<file path="src/rtl/spi_pkg.sv">
// Shared types and defaults for the SPI master core and its clock divider.
package spi_pkg;

    localparam int unsigned DEFAULT_DATA_WIDTH = 8;
    localparam int unsigned DEFAULT_CLK_DIV    = 4;

    typedef enum logic [1:0] {
        IDLE  = 2'd0,
        LOAD  = 2'd1,
        SHIFT = 2'd2,
        DONE  = 2'd3
    } spi_state_e;

endpackage

</file>
<file path="src/rtl/spi_clk_div.sv">
// Half-period tick generator and sclk register with rise/fall strobes.
module spi_clk_div
    import spi_pkg::*;
#(
    parameter int unsigned CLK_DIV = DEFAULT_CLK_DIV
) (
    input  logic clk,
    input  logic rst_n,
    input  logic cnt_en_i,
    input  logic cnt_clr_i,
    input  logic sclk_en_i,
    output logic tick_o,
    output logic sclk_o,
    output logic rise_o,
    output logic fall_o
);

    localparam int unsigned CW = (CLK_DIV > 1) ? $clog2(CLK_DIV) : 1;

    logic [CW-1:0] cnt_q, cnt_d;
    logic          sclk_q, sclk_d;

    assign tick_o = cnt_en_i && (cnt_q == CW'(CLK_DIV - 1));
    assign sclk_o = sclk_q;
    assign rise_o = sclk_en_i && tick_o && !sclk_q;
    assign fall_o = sclk_en_i && tick_o && sclk_q;

    always_comb begin
        cnt_d  = cnt_q;
        sclk_d = sclk_q;
        if (cnt_clr_i) begin
            cnt_d = '0;
        end else if (cnt_en_i) begin
            cnt_d = tick_o ? '0 : cnt_q + CW'(1);
        end
        if (sclk_en_i && tick_o) begin
            sclk_d = ~sclk_q;
        end
    end

    always_ff @(posedge clk or negedge rst_n) begin
        if (!rst_n) begin
            cnt_q  <= '0;
            sclk_q <= 1'b0;
        end else begin
            cnt_q  <= cnt_d;
            sclk_q <= sclk_d;
        end
    end

endmodule

</file>
<file path="src/rtl/spi_master_core.sv">
// SPI mode-0 master between a TX and an RX FIFO; one word per cs_n frame.
// Define SPI_MASTER_BURST_EN to chain queued words inside a single frame.
module spi_master_core
    import spi_pkg::*;
#(
    parameter int unsigned DATA_WIDTH = DEFAULT_DATA_WIDTH,
    parameter int unsigned CLK_DIV    = DEFAULT_CLK_DIV
) (
    input  logic                  clk,
    input  logic                  rst_n,
    input  logic                  enable,
    input  logic [DATA_WIDTH-1:0] tx_data,
    input  logic                  tx_empty,
    output logic                  tx_rd_en,
    output logic [DATA_WIDTH-1:0] rx_data,
    output logic                  rx_wr_en,
    input  logic                  rx_full,
    output logic                  rx_drop,
    output logic                  sclk,
    output logic                  mosi,
    output logic                  cs_n,
    input  logic                  miso,
    output logic                  busy
);

    localparam int unsigned BW = $clog2(DATA_WIDTH) + 1;

    spi_state_e            state_q, state_d;
    logic [DATA_WIDTH-1:0] tx_q, tx_d;
    logic [DATA_WIDTH-1:0] rx_sh_q, rx_sh_d;
    logic [DATA_WIDTH-1:0] rx_data_q, rx_data_d;
    logic [BW-1:0]         bit_q, bit_d;
    logic                  gap_q, gap_d;
    logic                  tick, rise, fall, cnt_clr;

    spi_clk_div #(.CLK_DIV(CLK_DIV)) u_clk_div (
        .clk       (clk),
        .rst_n     (rst_n),
        .cnt_en_i  (state_q != DONE),
        .cnt_clr_i (cnt_clr),
        .sclk_en_i (state_q == SHIFT),
        .tick_o    (tick),
        .sclk_o    (sclk),
        .rise_o    (rise),
        .fall_o    (fall)
    );

    assign busy    = (state_q != IDLE);
    assign cs_n    = (state_q == IDLE);
    assign mosi    = (state_q != IDLE) && tx_q[DATA_WIDTH-1];
    // The pushed word is only visible during DONE; otherwise the last pushed word is held.
    assign rx_data = (state_q == DONE) ? rx_sh_q : rx_data_q;

    always_comb begin
        state_d   = state_q;
        tx_d      = tx_q;
        rx_sh_d   = rx_sh_q;
        rx_data_d = rx_data_q;
        bit_d     = bit_q;
        gap_d     = 1'b0;
        cnt_clr   = 1'b0;
        tx_rd_en  = 1'b0;
        rx_wr_en  = 1'b0;
        rx_drop   = 1'b0;
        unique case (state_q)
            IDLE: begin
                // gap_q remembers that cs_n has been high for a full half-period.
                gap_d = gap_q || tick;
                if (enable && !tx_empty && (gap_q || tick)) begin
                    tx_rd_en = 1'b1;
                    tx_d     = tx_data;
                    cnt_clr  = 1'b1;
                    gap_d    = 1'b0;
                    state_d  = LOAD;
                end
            end
            LOAD: begin
                if (tick) begin
                    state_d = SHIFT;
                end
            end
            SHIFT: begin
                if (rise) begin
                    rx_sh_d = {rx_sh_q[DATA_WIDTH-2:0], miso};
                end
                if (fall) begin
                    tx_d = {tx_q[DATA_WIDTH-2:0], 1'b0};
                    if (bit_q == BW'(DATA_WIDTH - 1)) begin
                        bit_d   = '0;
                        state_d = DONE;
                    end else begin
                        bit_d = bit_q + BW'(1);
                    end
                end
            end
            DONE: begin
                cnt_clr = 1'b1;
                if (!rx_full) begin
                    rx_wr_en  = 1'b1;
                    rx_data_d = rx_sh_q;
                end else begin
                    rx_drop = 1'b1;
                end
`ifdef SPI_MASTER_BURST_EN
                if (enable && !tx_empty) begin
                    tx_rd_en = 1'b1;
                    tx_d     = tx_data;
                    state_d  = SHIFT;
                end else begin
                    state_d = IDLE;
                end
`else
                state_d = IDLE;
`endif
            end
            default: state_d = IDLE;
        endcase
    end

    always_ff @(posedge clk or negedge rst_n) begin
        if (!rst_n) begin
            state_q   <= IDLE;
            tx_q      <= '0;
            rx_sh_q   <= '0;
            rx_data_q <= '0;
            bit_q     <= '0;
            gap_q     <= 1'b0;
        end else begin
            state_q   <= state_d;
            tx_q      <= tx_d;
            rx_sh_q   <= rx_sh_d;
            rx_data_q <= rx_data_d;
            bit_q     <= bit_d;
            gap_q     <= gap_d;
        end
    end

endmodule

</file>
<file path="config.mk">
export PLATFORM = sky130hd
export DESIGN_NAME = spi_master_core
export DESIGN_NICKNAME = d
export VERILOG_FILES = /design/src/rtl/spi_pkg.sv /design/src/rtl/spi_clk_div.sv /design/src/rtl/spi_master_core.sv
export SDC_FILE = /design/constraint.sdc
export NUM_CORES = 1
export LEC_CHECK = 0
export ABC_AREA = 1
export CORE_MARGIN = 2
export CORE_UTILIZATION = 40
export DETAILED_ROUTE_END_ITERATION = 8
export SKIP_CTS_REPAIR_TIMING = 1
export SYNTH_ARGS = -nofsm -noshare
export SYNTH_HDL_FRONTEND = slang
export SYNTH_SLANG_ARGS = --single-unit
</file>
<file path="constraint.sdc">
create_clock -name clk -period 2.75 [get_ports clk]
set_clock_uncertainty 0.1 [all_clocks]
set_input_delay 0.55 -clock clk [delete_from_list [all_inputs] [get_ports clk]]
set_output_delay 0.55 -clock clk [all_outputs]
set_load 0.01 [all_outputs]
</file>
==> qor.txt <==
Area of the core: 4090 µm²
Antenna Cells: 0
Mean Syn Cell Area: 8.47 µm²
Number of synthesized flops with an enable pin: 0
DR WL/cell: 10.8 µm
Status: finished clean
Worst slew margin: 0.521
CP Launch Type: register
Final hold vios: 0
Total Routing Usage GR: 0.147
CP Data Required Time: 2.10 ns
Max cap viols: 0
Reg2reg start: state_q[0]$_DFFE_PN0P_
Area grow syn2layout: 25.0%
Vias in the first global route: 1271
Tcrit/Tclk final: 0.947
Critical path cell sequence: ha_2 > clkinv_4 > buf_4 > o21ai_0 > clkdlybuf4s50_1
Worst-case clock buffer depth: 2
Post-synth top area cell: dfrtp_1
Die area: 4860 µm²
Nets: 254
CP bufs+invs: 3
WL met2: 1.36 mm
Syn Nets: 224
Post-synth top cells: nand2_1 (56), dfrtp_1 (34), o21ai_0 (32)
TritonRoute pass-1 iters: 4
Area contributors post-synth: dfrtp_1 (49%), nand2_1 (12%), o21ai_0 (9.3%)
F_max: 0.384 GHz
Crit-path max cell delay: 0.55 ns
Reg clk slew, reported paths: 0.06 ns
Worst-margin pin slew: 0.718 ns
Largest net degree at the start of global routing: 35
Top-area cell type share of the netlist area: 0.492
Post-Route WL: 3.06 mm
R2r setup slk: 0.67 ns
Initial core utilization: 0.423
Synth Cell Area: 1730 µm²
Final ANT Viol Nets: 0
CTS Root Cell: clkbuf_8
DRT iter0 DRCs: 70
Share of layout cells above drive strength 1: 0.115
Filler cells: 403
Min-Delay Path Class: reg2reg
Worst-Skew Late Latency: 0.28 ns
CTS tree: built
Cell count after synthesis: 204
PortBufs: 28
Placed Area: 2040 µm²
Drt drc: 0
Final instance area: 2160 µm²
Placer congestion estimate: 0.783
Post-route setup slack: 0.145 ns
FFs w/ async S/R, synth: 1.00
Leak: 0.00104 µW
Synthesis warning total: 0
Synth Flop Type: dfrtp_1
Clock sinks: 34
Crit Path Category: reg2out
Die Width: 69.7 µm
Total grt overflow: 0
Fin. max-slew vios: 0
Die height: 69.7 µm
Via/cell ratio: 4.65
Crit path max-delay cell type: clkdlybuf4s50_1
Num rows: 23
Max H-tree Level: 2
Setup violations, final: 0
Top-count cell post-synth: nand2_1
CP delay by family, top: buffers and inverters
Top Metal Used: met4
Met1 WL: 1.51 mm
Met3 WL: 129 µm
Worst Path Max Fanout: 15
Crit path DAT: 1.95 ns
Pwr/cell area: 1020 nW/µm²
Dpl hpwl: 2.20 mm
Initial antenna violation count: 0
Crit. Startpoint: state_q[0]$_DFFE_PN0P_
Vias: 1320
Worst hold start: rx_sh_q[6]$_DFFE_PN0P_
First-pass GRT wire length: 5.69 mm
Minimum clock period: 2.60 ns
TritonCTS Buffers: 5
Post-synthesis sequential area ratio: 0.492
Pre-CTS WS: 0.201 ns
Seq cells post-synth: 34
Worst vdd ir: 0.602 mV
I/O pins: 29
CP Capture Type: output port
Yosys cell types: 27
## through the flow
stage,setup TNS [ns],instances,util,hold WS (ns),total power [µW]
6_report,0,284,0.528,0.382,2200
4_1_cts,-0.0600,284,0.526,0.387,2230
2_1_floorplan,0,204,-,0.154,1440
5_1_grt,-0.0421,284,0.528,0.408,2420
3_3_place_gp,0,277,0.498,0.365,1750
3_5_place_dp,0,277,0.498,0.369,1760
## area by class of cell
type | instances | area [µm²] | share of cell area
Sequential cell | 34 | 851 | 0.394
Multi-Input combinational cell | 132 | 711 | 0.329
Timing Repair Buffer | 31 | 305 | 0.141
Inverter | 30 | 118 | 0.0545
Clock buffer | 6 | 82.6 | 0.0382
Tap cell | 50 | 62.6 | 0.0290
Clock inverter | 1 | 30.0 | 0.0139
## where the power goes
part,switching [µW],leakage (µW),internal [µW]
combinational,543,0.000538,422
clock,169,0.0000573,290
sequential,97.1,0.000443,682
## cell usage in the layout, fill, tap and decap left out, drive strengths merged, types with 3 or more instances in the layout
cell / n
inv: 29
a21oi: 4
buf: 3
nand2: 57
ha: 6
nand3: 6
o21ai: 40
nor2: 7
dfrtp: 34
clkdlybuf4s50: 27
clkbuf: 6
## tightest hold or removal path: cells and delay by family, from the launching register on
family	cells	cell delay (ns)
flops	1	0.34
simple gates	1	0.06
compound gates	1	0.05
## metal layers
layer | vias up | GRT usage
li1 | 703 | -
met1 | 584 | 0.195
met2 | 25 | 0.225
met3 | 8 | 0.0378
met4 | 0 | 0.0641
met5 | - | 0
## registers in the layout (all words and copies together), names as in the netlist
| name | flops |
|---|---|
| u_clk_div.cnt_q | 2 |
| state_q | 2 |
| tx_q | 8 |
| bit_q | 4 |
| gap_q | 1 |
| rx_sh_q | 8 |
| u_clk_div.sclk_o | 1 |
| rx_data_q | 8 |
## logic make-up (layout without fill, tap and decap cells)
group	after synthesis	after routing	share of synthesized area
simple gates	74	74	0.180
compound gates	47	47	0.158
buf+inv	38	68	0.0978
flops	34	34	0.492
fa+ha+maj	6	6	0.0434
mux	3	3	0.0188
xor+xnor	2	2	0.0101
## path summary, 6_finish.rpt
| path | endpoint | cells past startpoint |
|---|---|---|
| min in group asynchronous | rx_data_q[7]$_DFFE_PN0P_ | 2 |
| hold reg to reg | rx_sh_q[6]$_DFFE_PN0P_ | 2 |
| setup reg to reg | rx_sh_q[0]$_DFFE_PN0P_ | 6 |
| setup / recovery | rx_data[5] | 5 |
| hold / removal | rx_sh_q[6]$_DFFE_PN0P_ | 2 |
| max in group asynchronous | u_clk_div.cnt_q[1]$_DFFE_PN0P_ | 2 |
Power figures use the tool's default switching activity.
